<file path="src/rtl/csr_irq_unit.sv">
`default_nettype none
// ============================================================================
// Module  : csr_irq_unit
// Machine-mode CSR file with fixed-priority interrupt entry, mret and counters.
// Optional: define CSR_VECTORED_EN to enable vectored mtvec mode.
// Revision: 1.0
// ============================================================================

module csr_irq_unit #(
   parameter int XLEN        = 32,
   parameter int NUM_IRQ     = 4,
   parameter int NUM_HPM     = 2,
   parameter int SYNC_STAGES = 2
) (
   input  logic              clk,
   input  logic              reset_n,
   input  logic [XLEN-1:0]   pc,
   input  logic [11:0]       csr_addr,
   input  logic [XLEN-1:0]   csr_wdata,
   input  logic [1:0]        csr_op,
   input  logic              csr_rd_en,
   output logic [XLEN-1:0]   csr_rdata,
   output logic              csr_illegal,
   input  logic              mret,
   input  logic [NUM_IRQ-1:0] irq,
   input  logic [NUM_HPM-1:0] hpm_event,
   input  logic              instret,
   output logic              redirect,
   output logic [XLEN-1:0]   redirect_pc
);

   localparam int NUM_CNT  = NUM_HPM + 2;
   localparam int IRQ_BASE = 16;

   localparam logic [0:0] ST_RUN      = 1'b0;
   localparam logic [0:0] ST_REDIRECT = 1'b1;

   localparam logic [1:0] OP_NONE = 2'b00;
   localparam logic [1:0] OP_SET  = 2'b10;
   localparam logic [1:0] OP_CLR  = 2'b11;

   // Implemented inhibit bits: CY (0), IR (2) and one per event counter from bit 3.
   localparam logic [XLEN-1:0] INH_MASK =
      ((((XLEN)'(1) << NUM_HPM) - (XLEN)'(1)) << 3) | (XLEN)'(5);

   function automatic logic [XLEN-1:0] csr_apply(input logic [XLEN-1:0] old_v,
                                                 input logic [XLEN-1:0] wd,
                                                 input logic [1:0]      op);
      case (op)
         OP_SET:  csr_apply = old_v | wd;
         OP_CLR:  csr_apply = old_v & ~wd;
         default: csr_apply = wd;
      endcase
   endfunction

   // Counter k maps to CSR number 0 (mcycle), 2 (minstret), k+1 (mhpmcounter).
   function automatic logic [4:0] cnt_num(input int k);
      if (k == 0)      cnt_num = 5'd0;
      else if (k == 1) cnt_num = 5'd2;
      else             cnt_num = 5'(k + 1);
   endfunction

   logic [0:0]         state_q, state_d;
   logic               mstatus_mie_q, mstatus_mie_d;
   logic               mstatus_mpie_q, mstatus_mpie_d;
   logic [NUM_IRQ-1:0] mie_q, mie_d;
   logic [XLEN-1:0]    mtvec_q, mtvec_d;
   logic [XLEN-1:0]    mcountinhibit_q, mcountinhibit_d;
   logic [XLEN-1:0]    mepc_q, mepc_d;
   logic [XLEN-1:0]    mcause_q, mcause_d;
   logic [XLEN-1:0]    redirect_pc_q, redirect_pc_d;
   logic [63:0]        cnt_q [NUM_CNT];
   logic [63:0]        cnt_d [NUM_CNT];
   logic [NUM_IRQ-1:0] sync_q [SYNC_STAGES];
   logic [NUM_IRQ-1:0] sync_d [SYNC_STAGES];

   logic [XLEN-1:0]    mstatus_rd, mie_rd, mip_rd;
   logic [XLEN-1:0]    wval, mstatus_nx, mtvec_wr, trap_target;
   logic               known, cnt_addr, wr_en;
   logic [NUM_IRQ-1:0] pending;
   logic               irq_found;
   logic [4:0]         irq_idx;
   logic               take_trap, take_mret;
   logic [NUM_CNT-1:0] cnt_inc, cnt_inh;

   assign mstatus_rd = ((XLEN)'(mstatus_mpie_q) << 7) | ((XLEN)'(mstatus_mie_q) << 3);
   assign mie_rd     = (XLEN)'(mie_q) << IRQ_BASE;
   assign mip_rd     = (XLEN)'(sync_q[SYNC_STAGES-1]) << IRQ_BASE;
   assign cnt_addr   = (csr_addr[11:8] == 4'hB) && (csr_addr[6:5] == 2'b00);
   assign cnt_inc    = {hpm_event, instret, 1'b1};
   assign cnt_inh    = {mcountinhibit_q[3 +: NUM_HPM], mcountinhibit_q[2], mcountinhibit_q[0]};

   always_comb begin
      csr_rdata = '0;
      known     = 1'b1;
      case (csr_addr)
         12'h300: csr_rdata = mstatus_rd;
         12'h304: csr_rdata = mie_rd;
         12'h305: csr_rdata = mtvec_q;
         12'h320: csr_rdata = mcountinhibit_q;
         12'h341: csr_rdata = mepc_q;
         12'h342: csr_rdata = mcause_q;
         12'h344: csr_rdata = mip_rd;
         default: begin
            known = 1'b0;
            for (int k = 0; k < NUM_CNT; k++) begin
               if (cnt_addr && (csr_addr[4:0] == cnt_num(k))) begin
                  known     = 1'b1;
                  csr_rdata = csr_addr[7] ? (XLEN)'(cnt_q[k][63:32]) : (XLEN)'(cnt_q[k][31:0]);
               end
            end
         end
      endcase
   end

   assign csr_illegal = (csr_rd_en || (csr_op != OP_NONE)) && !known;
   assign wr_en       = (csr_op != OP_NONE) && known;
   assign wval        = csr_apply(csr_rdata, csr_wdata, csr_op);

   assign pending = mie_q & sync_q[SYNC_STAGES-1];

   // Scan downwards so the lowest pending line is the one left selected.
   always_comb begin
      irq_found = 1'b0;
      irq_idx   = '0;
      for (int i = NUM_IRQ - 1; i >= 0; i--) begin
         if (pending[i]) begin
            irq_found = 1'b1;
            irq_idx   = 5'(IRQ_BASE + i);
         end
      end
   end

   assign take_mret = (state_q == ST_RUN) && mret;
   assign take_trap = (state_q == ST_RUN) && !mret && mstatus_mie_q && irq_found;

   always_comb begin
`ifdef CSR_VECTORED_EN
      mtvec_wr = {wval[XLEN-1:2], (wval[1:0] == 2'b01) ? 2'b01 : 2'b00};
      if (mtvec_q[1:0] == 2'b01)
         trap_target = {mtvec_q[XLEN-1:2], 2'b00} + ((XLEN)'(irq_idx) << 2);
      else
         trap_target = {mtvec_q[XLEN-1:2], 2'b00};
`else
      mtvec_wr    = {wval[XLEN-1:2], 2'b00};
      trap_target = {mtvec_q[XLEN-1:2], 2'b00};
`endif
   end

   always_comb begin
      sync_d[0] = irq;
      for (int s = 1; s < SYNC_STAGES; s++) sync_d[s] = sync_q[s-1];

      mie_d           = mie_q;
      mtvec_d         = mtvec_q;
      mcountinhibit_d = mcountinhibit_q;
      mepc_d          = mepc_q;
      mcause_d        = mcause_q;
      redirect_pc_d   = redirect_pc_q;

      // A same-cycle mstatus write is applied on top of the mret update.
      mstatus_nx = take_mret ? (((XLEN)'(1) << 7) | ((XLEN)'(mstatus_mpie_q) << 3)) : mstatus_rd;
      if (wr_en && (csr_addr == 12'h300)) mstatus_nx = csr_apply(mstatus_nx, csr_wdata, csr_op);
      mstatus_mie_d  = mstatus_nx[3];
      mstatus_mpie_d = mstatus_nx[7];

      if (wr_en) begin
         case (csr_addr)
            12'h304: mie_d           = wval[IRQ_BASE +: NUM_IRQ];
            12'h305: mtvec_d         = mtvec_wr;
            12'h320: mcountinhibit_d = wval & INH_MASK;
            12'h341: mepc_d          = wval & ~(XLEN)'(3);
            12'h342: mcause_d        = wval;
            default: ;
         endcase
      end

      if (take_trap) begin
         mepc_d         = pc & ~(XLEN)'(3);
         mcause_d       = {1'b1, (XLEN-1)'(irq_idx)};
         mstatus_mpie_d = mstatus_mie_q;
         mstatus_mie_d  = 1'b0;
         redirect_pc_d  = trap_target;
      end else if (take_mret) begin
         redirect_pc_d  = mepc_q;
      end

      for (int k = 0; k < NUM_CNT; k++) begin
         cnt_d[k] = cnt_q[k];
         if (wr_en && cnt_addr && (csr_addr[4:0] == cnt_num(k))) begin
            if (csr_addr[7]) cnt_d[k][63:32] = wval[31:0];
            else             cnt_d[k][31:0]  = wval[31:0];
         end else if (cnt_inc[k] && !cnt_inh[k]) begin
            cnt_d[k] = cnt_q[k] + 64'd1;
         end
      end
   end

   always_ff @(posedge clk or negedge reset_n) begin
      if (!reset_n) begin
         mstatus_mie_q   <= 1'b0;
         mstatus_mpie_q  <= 1'b0;
         mie_q           <= '0;
         mtvec_q         <= '0;
         mcountinhibit_q <= '0;
         mepc_q          <= '0;
         mcause_q        <= '0;
         redirect_pc_q   <= '0;
         for (int k = 0; k < NUM_CNT; k++) cnt_q[k] <= '0;
         for (int s = 0; s < SYNC_STAGES; s++) sync_q[s] <= '0;
      end else begin
         mstatus_mie_q   <= mstatus_mie_d;
         mstatus_mpie_q  <= mstatus_mpie_d;
         mie_q           <= mie_d;
         mtvec_q         <= mtvec_d;
         mcountinhibit_q <= mcountinhibit_d;
         mepc_q          <= mepc_d;
         mcause_q        <= mcause_d;
         redirect_pc_q   <= redirect_pc_d;
         for (int k = 0; k < NUM_CNT; k++) cnt_q[k] <= cnt_d[k];
         for (int s = 0; s < SYNC_STAGES; s++) sync_q[s] <= sync_d[s];
      end
   end

   always_ff @(posedge clk or negedge reset_n) begin
      if (!reset_n) state_q <= ST_RUN;
      else          state_q <= state_d;
   end

   always_comb begin
      state_d = state_q;
      case (state_q)
         ST_RUN:      if (take_trap || take_mret) state_d = ST_REDIRECT;
         ST_REDIRECT: state_d = ST_RUN;
         default:     state_d = ST_RUN;
      endcase
   end

   always_comb begin
      redirect    = (state_q == ST_REDIRECT);
      redirect_pc = redirect_pc_q;
   end

endmodule

`default_nettype wire

</file>
<file path="config.mk">
export PLATFORM = sky130hd
export DESIGN_NAME = csr_irq_unit
export DESIGN_NICKNAME = d
export VERILOG_FILES = /design/src/rtl/csr_irq_unit.sv
export SDC_FILE = /design/constraint.sdc
export NUM_CORES = 1
export LEC_CHECK = 0
export ABC_CLOCK_PERIOD_IN_PS = 3960
export BUFFER_PORTS_ARGS = -buffer_cell sky130_fd_sc_hd__buf_2
export CAP_MARGIN = 20
export CORE_MARGIN = 2
export CORE_UTILIZATION = 35
export DETAILED_ROUTE_END_ITERATION = 12
export GPL_TIMING_DRIVEN = 1
export PLACE_DENSITY_LB_ADDON = 0.15
export RECOVER_POWER = 25
export REMOVE_ABC_BUFFERS = 1
export SLEW_MARGIN = 20
export SYNTH_ARGS = -nofsm -noshare
export SYNTH_HDL_FRONTEND = slang
export SYNTH_SLANG_ARGS = --single-unit
</file>
<file path="constraint.sdc">
create_clock -name clk -period 3.96 [get_ports clk]
set_clock_uncertainty 0.05 [all_clocks]
set_input_delay 0.198 -clock clk [delete_from_list [all_inputs] [get_ports clk]]
set_output_delay 0.198 -clock clk [all_outputs]
set_load 0.1 [all_outputs]
</file>
# Word-level counts from Yosys, hierarchy flattened
# Cells that the tools add are included.
[word_totals]
reg_bits = 401
inputBits = 89
output_inout_bits = 66
wordCells = 160
[classes]
add_sub_neg = 4
eq_ne = 26
muxes = 52
bitwise_logic = 8
reduce_logical = 51
[op_table]
columns = ["cell", "count"]
rows = [
  ["$mux W32", 18],
  ["$mux W64", 8],
  ["$add A64 B1 Y64 const B", 4],
  ["$pmux W32 S7", 1],
  ["$eq A12 B10 Y1 const B", 7],
  ["$pmux W32 S2", 1],
  ["$mux W5", 8],
  ["$and A32 B32 Y32", 1],
  ["$not A32 Y32", 1],
  ["$or A32 B32 Y32", 1],
  ["$reduce_and A2 Y1", 13],
  ["$eq A5 B5 Y1", 4],
  ["$logic_and A1 B1 Y1", 20],
  ["$mux W8", 2],
  ["$ne A2 B2 Y1 const B", 8],
  ["$pmux W8 S2", 1],
  ["$reduce_bool A2 Y1", 8],
  ["$mux W1", 12],
  ["$eq A5 B2 Y1 const B", 2],
  ["$and A8 B8 Y8", 1],
  ["$or A8 B4 Y8", 1],
  ["$or A8 B8 Y8", 1],
  ["$reduce_or A7 Y1", 1],
  ["$eq A5 B3 Y1 const B", 1],
  ["10 further kinds", 16],
]

# Logic depth before layout (Yosys ltp)
[logic_depth]
ltp_word = 15
depth_mapped = 12
mapped_depth_nobuf = 8

# Least setup slack after synthesis
# OpenSTA, ideal clock, no wires.
[synth_path]
path_kind = "input-to-reg"
start = "input csr_addr[3]"
end = "register cnt_q[33] (netlist bit)"
setup_ps = 104
arrival_ps = 4858
t_required_ps = 3806
path_slack_ps = -1051
cell_stages = 9
path_buffers = 3
path_cell_list = "clkbuf_1 or4b_2 clkbuf_1 nor3_1 clkbuf_1 a311oi_1 o21ai_0 a22oi_1 a221oi_1"
[synth_via]
word_cells_on_any_way = 38
cone_classes = "eq/ne (13); mux (13); bitwise (2); reduce/logical (10)"
[synth_rtl]
columns = ["item", "line", "text"]
rows = [
  ["from (decl)", "18", "input logic [11:0] csr_addr,"],
  ["$eq A5 B5 Y1", "107", "if (cnt_addr && (csr_addr[4:0] == cnt_num(k))) begin"],
  ["$logic_and A1 B1 Y1", "107", ""],
  ["$mux W32 (4 in a row)", "107", ""],
  ["$pmux W32 S7 *", "96", "case (csr_addr)"],
  ["via csr_rdata[1]", "22", "output logic [XLEN-1:0] csr_rdata,"],
  ["$and A32 B32 Y32 / $or A32 B32 Y32 (equally long branches)", "51, 50", ""],
  ["$pmux W32 S2 *", "49", "case (op)"],
  ["$mux W32 *", "191", "if (csr_addr[7]) cnt_d[k][63:32] = wval[31:0];"],
  ["$mux W64 *", "190", "if (wr_en && cnt_addr && (csr_addr[4:0] == cnt_num(k))) begin"],
  ["to (decl)", "72", "logic [63:0] cnt_q [NUM_CNT];"],
]
# Mark *: on every way through the listed nets, which the timed path passes. The rest lies on a longest branch. The select of a mux whose other input is x is not followed.
# A chain may end at the register's enable or synchronous reset.

# Worst setup path in the final report
[layout_path]
start = "input csr_addr[7]"
end = "register mepc_q[18]"
[layout_via]
elab_chain_len = 11
word_cells_on_any_way = 28
cone_classes = "eq/ne (7); mux (14); bitwise (2); reduce/logical (5)"
[layout_rtl]
columns = ["item", "line", "text"]
rows = [
  ["$mux W32", "109", "csr_rdata = csr_addr[7] ? (XLEN)'(cnt_q[k][63:32]) : (XLEN)'(cnt_q[k][31:0]);"],
  ["$mux W32 (4 in a row)", "107", ""],
  ["$pmux W32 S7", "96", ""],
  ["$and A32 B32 Y32 / $or A32 B32 Y32 (equally long branches)", "51, 50", ""],
  ["$pmux W32 S2", "49", ""],
  ["$mux W32", "168", "case (csr_addr)"],
  ["$mux W32", "167", "if (wr_en) begin"],
  ["$mux W32", "178", "if (take_trap) begin"],
  ["to (signal assigned)", "217", "mepc_q <= mepc_d;"],
  ["to (decl)", "69", "logic [XLEN-1:0] mepc_q, mepc_d;"],
]
# Parallel ways exist; a longest one is shown, timed or not. The select of a mux whose other input is x is not followed.

==> out/metrics.cfg <==
[outcome]
status=finished with violations
violations=max-capacitance violations, max-slew violations

[power_and_ir_drop]
power_density_nw_per_um2=410
total_power_mw=13.0
intPower_mw=8.14
ir_worst_vdd_mv=0.530
combPwrFrac_pct=24.5
p_seq_share_pct=37.9
pwr-share-clk_pct=37.6
power.leakage_nw=13.0
power_switching_mw=4.81
p_sw_share_pct=37.2

[floorplan]
rows=99
fp.dieH_um=276
io_pins=155
die_w_um=276
coreArea_sq_um=73000
initial_utilization_pct=35.4
die-area_sq_um=76000

[critical_path]
crit_slowest_cell=dlygate4sd3_1
critical_path_depth=12
path_delay_family=buffers and inverters
path_buf_inv=5
start_kind=primary input
crit_path_start=csr_addr[7]
crit_type=in -> reg
end_kind=flip-flop
critPathMaxStageDelay_ns=0.59
rr_endpoint=cnt_q[60]$_DFFE_PN0P_
worstPathCellList=dlygate4sd3_1 -> buf_6 -> buf_12 -> or3_1 -> nor2_1 -> o21ai_0 -> o211ai_1 -> buf_4 -> and3_1 -> nand2_1 -> o211ai_1 -> dlygate4sd3_1
reg2regPathDepth=7
cp_data_arrival_time_ns=4.30
required_ns=4.45
r2r-start=cnt_q[9]$_DFFE_PN0P_
path_max_fanout=47
worst-r2r-setup-slack_ns=0.48

[timing]
rsz0062_at_grt=false
worstMarginPinSlew_ns=3.32
period_share_pct=96.1
fmax_mhz=263
min_period_ns=3.81
finalHoldViolations=0
setup_violations=0
relSlewSlack_pct=-122
finalSetupTns_ns=0
layout_setup_ws_ns=0.153
finalMaxSlewViolations=105
timing.hold.ws_ns=0.0502

[layout]
fillers=7245
most-common-layout-cells=397 x dfrtp_1, 373 x nand2_1, 213 x nor2_1
fin_nets=3424
fin_area_sq_um=31600
syn_to_final_growth_pct=22.4
layout.cells.non_filler=4328
multi_input_area_sq_um=14800
regArea_sq_um=9930
layout-drive-gt1-share_pct=16.8
post-route-util_pct=43.3
final_common_cell=dfrtp_1
antenna_cells=0

[synthesis]
yosysUniqueCellTypes=96
ys_async_sr_fraction_pct=100
synth_ff_type=dfrtp_1
yosysSeqAreaShare_pct=38.5
netlist_area_sq_um=25800
yosys_warnings=0
yosys_register_bits=397
syn_inst=3098
syn_avg_cell_area_sq_um=8.33
synth_edf_count=0

[clocking]
cts_setup_buffers=0
cts_tree=done
cts.reportedPaths.clkPinSlew_ns=0.06
cts_max_path_buffers=3
insertion_delay_ns=0.62
numCtsBuffers=51
clkSinkCount=397
cts_htree_levels=2
clockRootBuffer=clkbuf_16

[route]
viasPerCell=6.61
vias=28589
post_drt_wl_per_cell_um=32.3
drc=0
drt-total-wl_mm=140
drtAntennaViolNets=0
firstDrtPassIters=8
drt-initial-drc-count=3686

[grt]
track_usage_pct=36.2
grt_pass1_vias=26855
grt_max_degree=109
gr-total-overflow=0
antenna_found_initial=13
grt_pass1_wl_mm=199

[place]
portBuffers=150
place_area_sq_um=29400
gp_congestion=0.997
dp_cells=4188
pre_cts_ws_ns=0.00440
hpwl_mm=103

[hold_path]
hold_start=csr_op[0]
hp-class=in -> reg
whs_path_depth=4
min_to=mstatus_mie_q$_DFF_PN0_

[job]
drv_cap=1

==> metal layers <==
layer | track usage, % | vias to the layer above | share of wire, %
li1 | - | 12300 | -
met1 | 49.0 | 14214 | 41
met2 | 54.5 | 1722 | 43
met3 | 8.73 | 339 | 10
met4 | 16.7 | 14 | 5.4
met5 | 0 | - | 0.063
==> cells by family (layout without fill, tap and decap cells) <==
group | Yosys count | in the layout | synth area share [%]
AND/OR/NAND/NOR | 1296 | 1296 | 25.5
buffers and inverters | 320 | 590 | 4.85
flip-flops | 397 | 397 | 38.5
multiplexers | 143 | 143 | 6.35
other | 1 | 2 | 0.0145
adder cells (fa/ha/maj) | 4 | 4 | 0.194
AO/OA/AOI/OAI | 932 | 932 | 24.4
XOR/XNOR | 5 | 5 | 0.170
==> repair_timing <==
item,4_1_cts,5_1_grt
hold buffers,48,0
setup endpoints to repair,0,2
gates resized for setup,0,1
endpoints found under the hold margin,148,0
==> state kept, by name (all words and copies together) (netlist names), 4 cells and up <==
name,cells
mepc_q,30
redirect_pc,30
cnt_q,256
mie_q,4
mip_rd,4
mcause_q,32
mcountinhibit_q,4
mtvec_q,30
sync_d,4
==> power by group through the flow <==
stage               logic (mW)  clock network, mW  registers, mW
floorplan                0.953                  0           5.94
global placement          3.07                  0           4.95
detailed placement        3.09                  0           4.96
CTS                       3.14               4.92           4.90
global route              3.34               5.09           4.96
finish                    3.17               4.87           4.91
==> cell type report <==
type | count | area share, %
Inverter | 77 | 0.915
Multi-Input combinational cell | 2382 | 46.8
Clock buffer | 80 | 4.96
Timing Repair Buffer | 422 | 11.7
Sequential cell | 397 | 31.4
Clock inverter | 11 | 0.448
Tap cell | 959 | 3.80
==> synthesized netlist by cell type (67+ instances only) <==
library cell	n	share of area (%)
nor2_1	216	3.1
nand4_1	83	2.0
nor3_1	110	2.1
a21oi_1	196	3.8
clkbuf_1	199	2.9
o21ai_0	173	3.4
dfrtp_1	397	38
a211oi_1	67	1.9
mux2i_1	97	3.8
inv_1	76	1.1
nand2_1	374	5.4
nand3_1	170	3.3
==> worst register-to-register path: cells and delay by family (launching register included) <==
family             cells  cell delay (ns)
DFF                    1             0.50
AOI/OAI and AO/OA      2             0.26
and+or+nand+nor        5             2.54
==> worst max path at each step <==
stage	slack (ns)	end
floorplan	-1.73	mepc_q[10]$_DFFE_PN0P_
global placement	0.04	mtvec_q[10]$_DFFE_PN0P_
detailed placement	0.004	mtvec_q[10]$_DFFE_PN0P_
CTS	0.07	csr_rdata[29]
global route	0.02	mepc_q[18]$_DFFE_PN0P_
finish	0.15	mepc_q[18]$_DFFE_PN0P_
No activity file was read; power rests on OpenSTA's default activity.
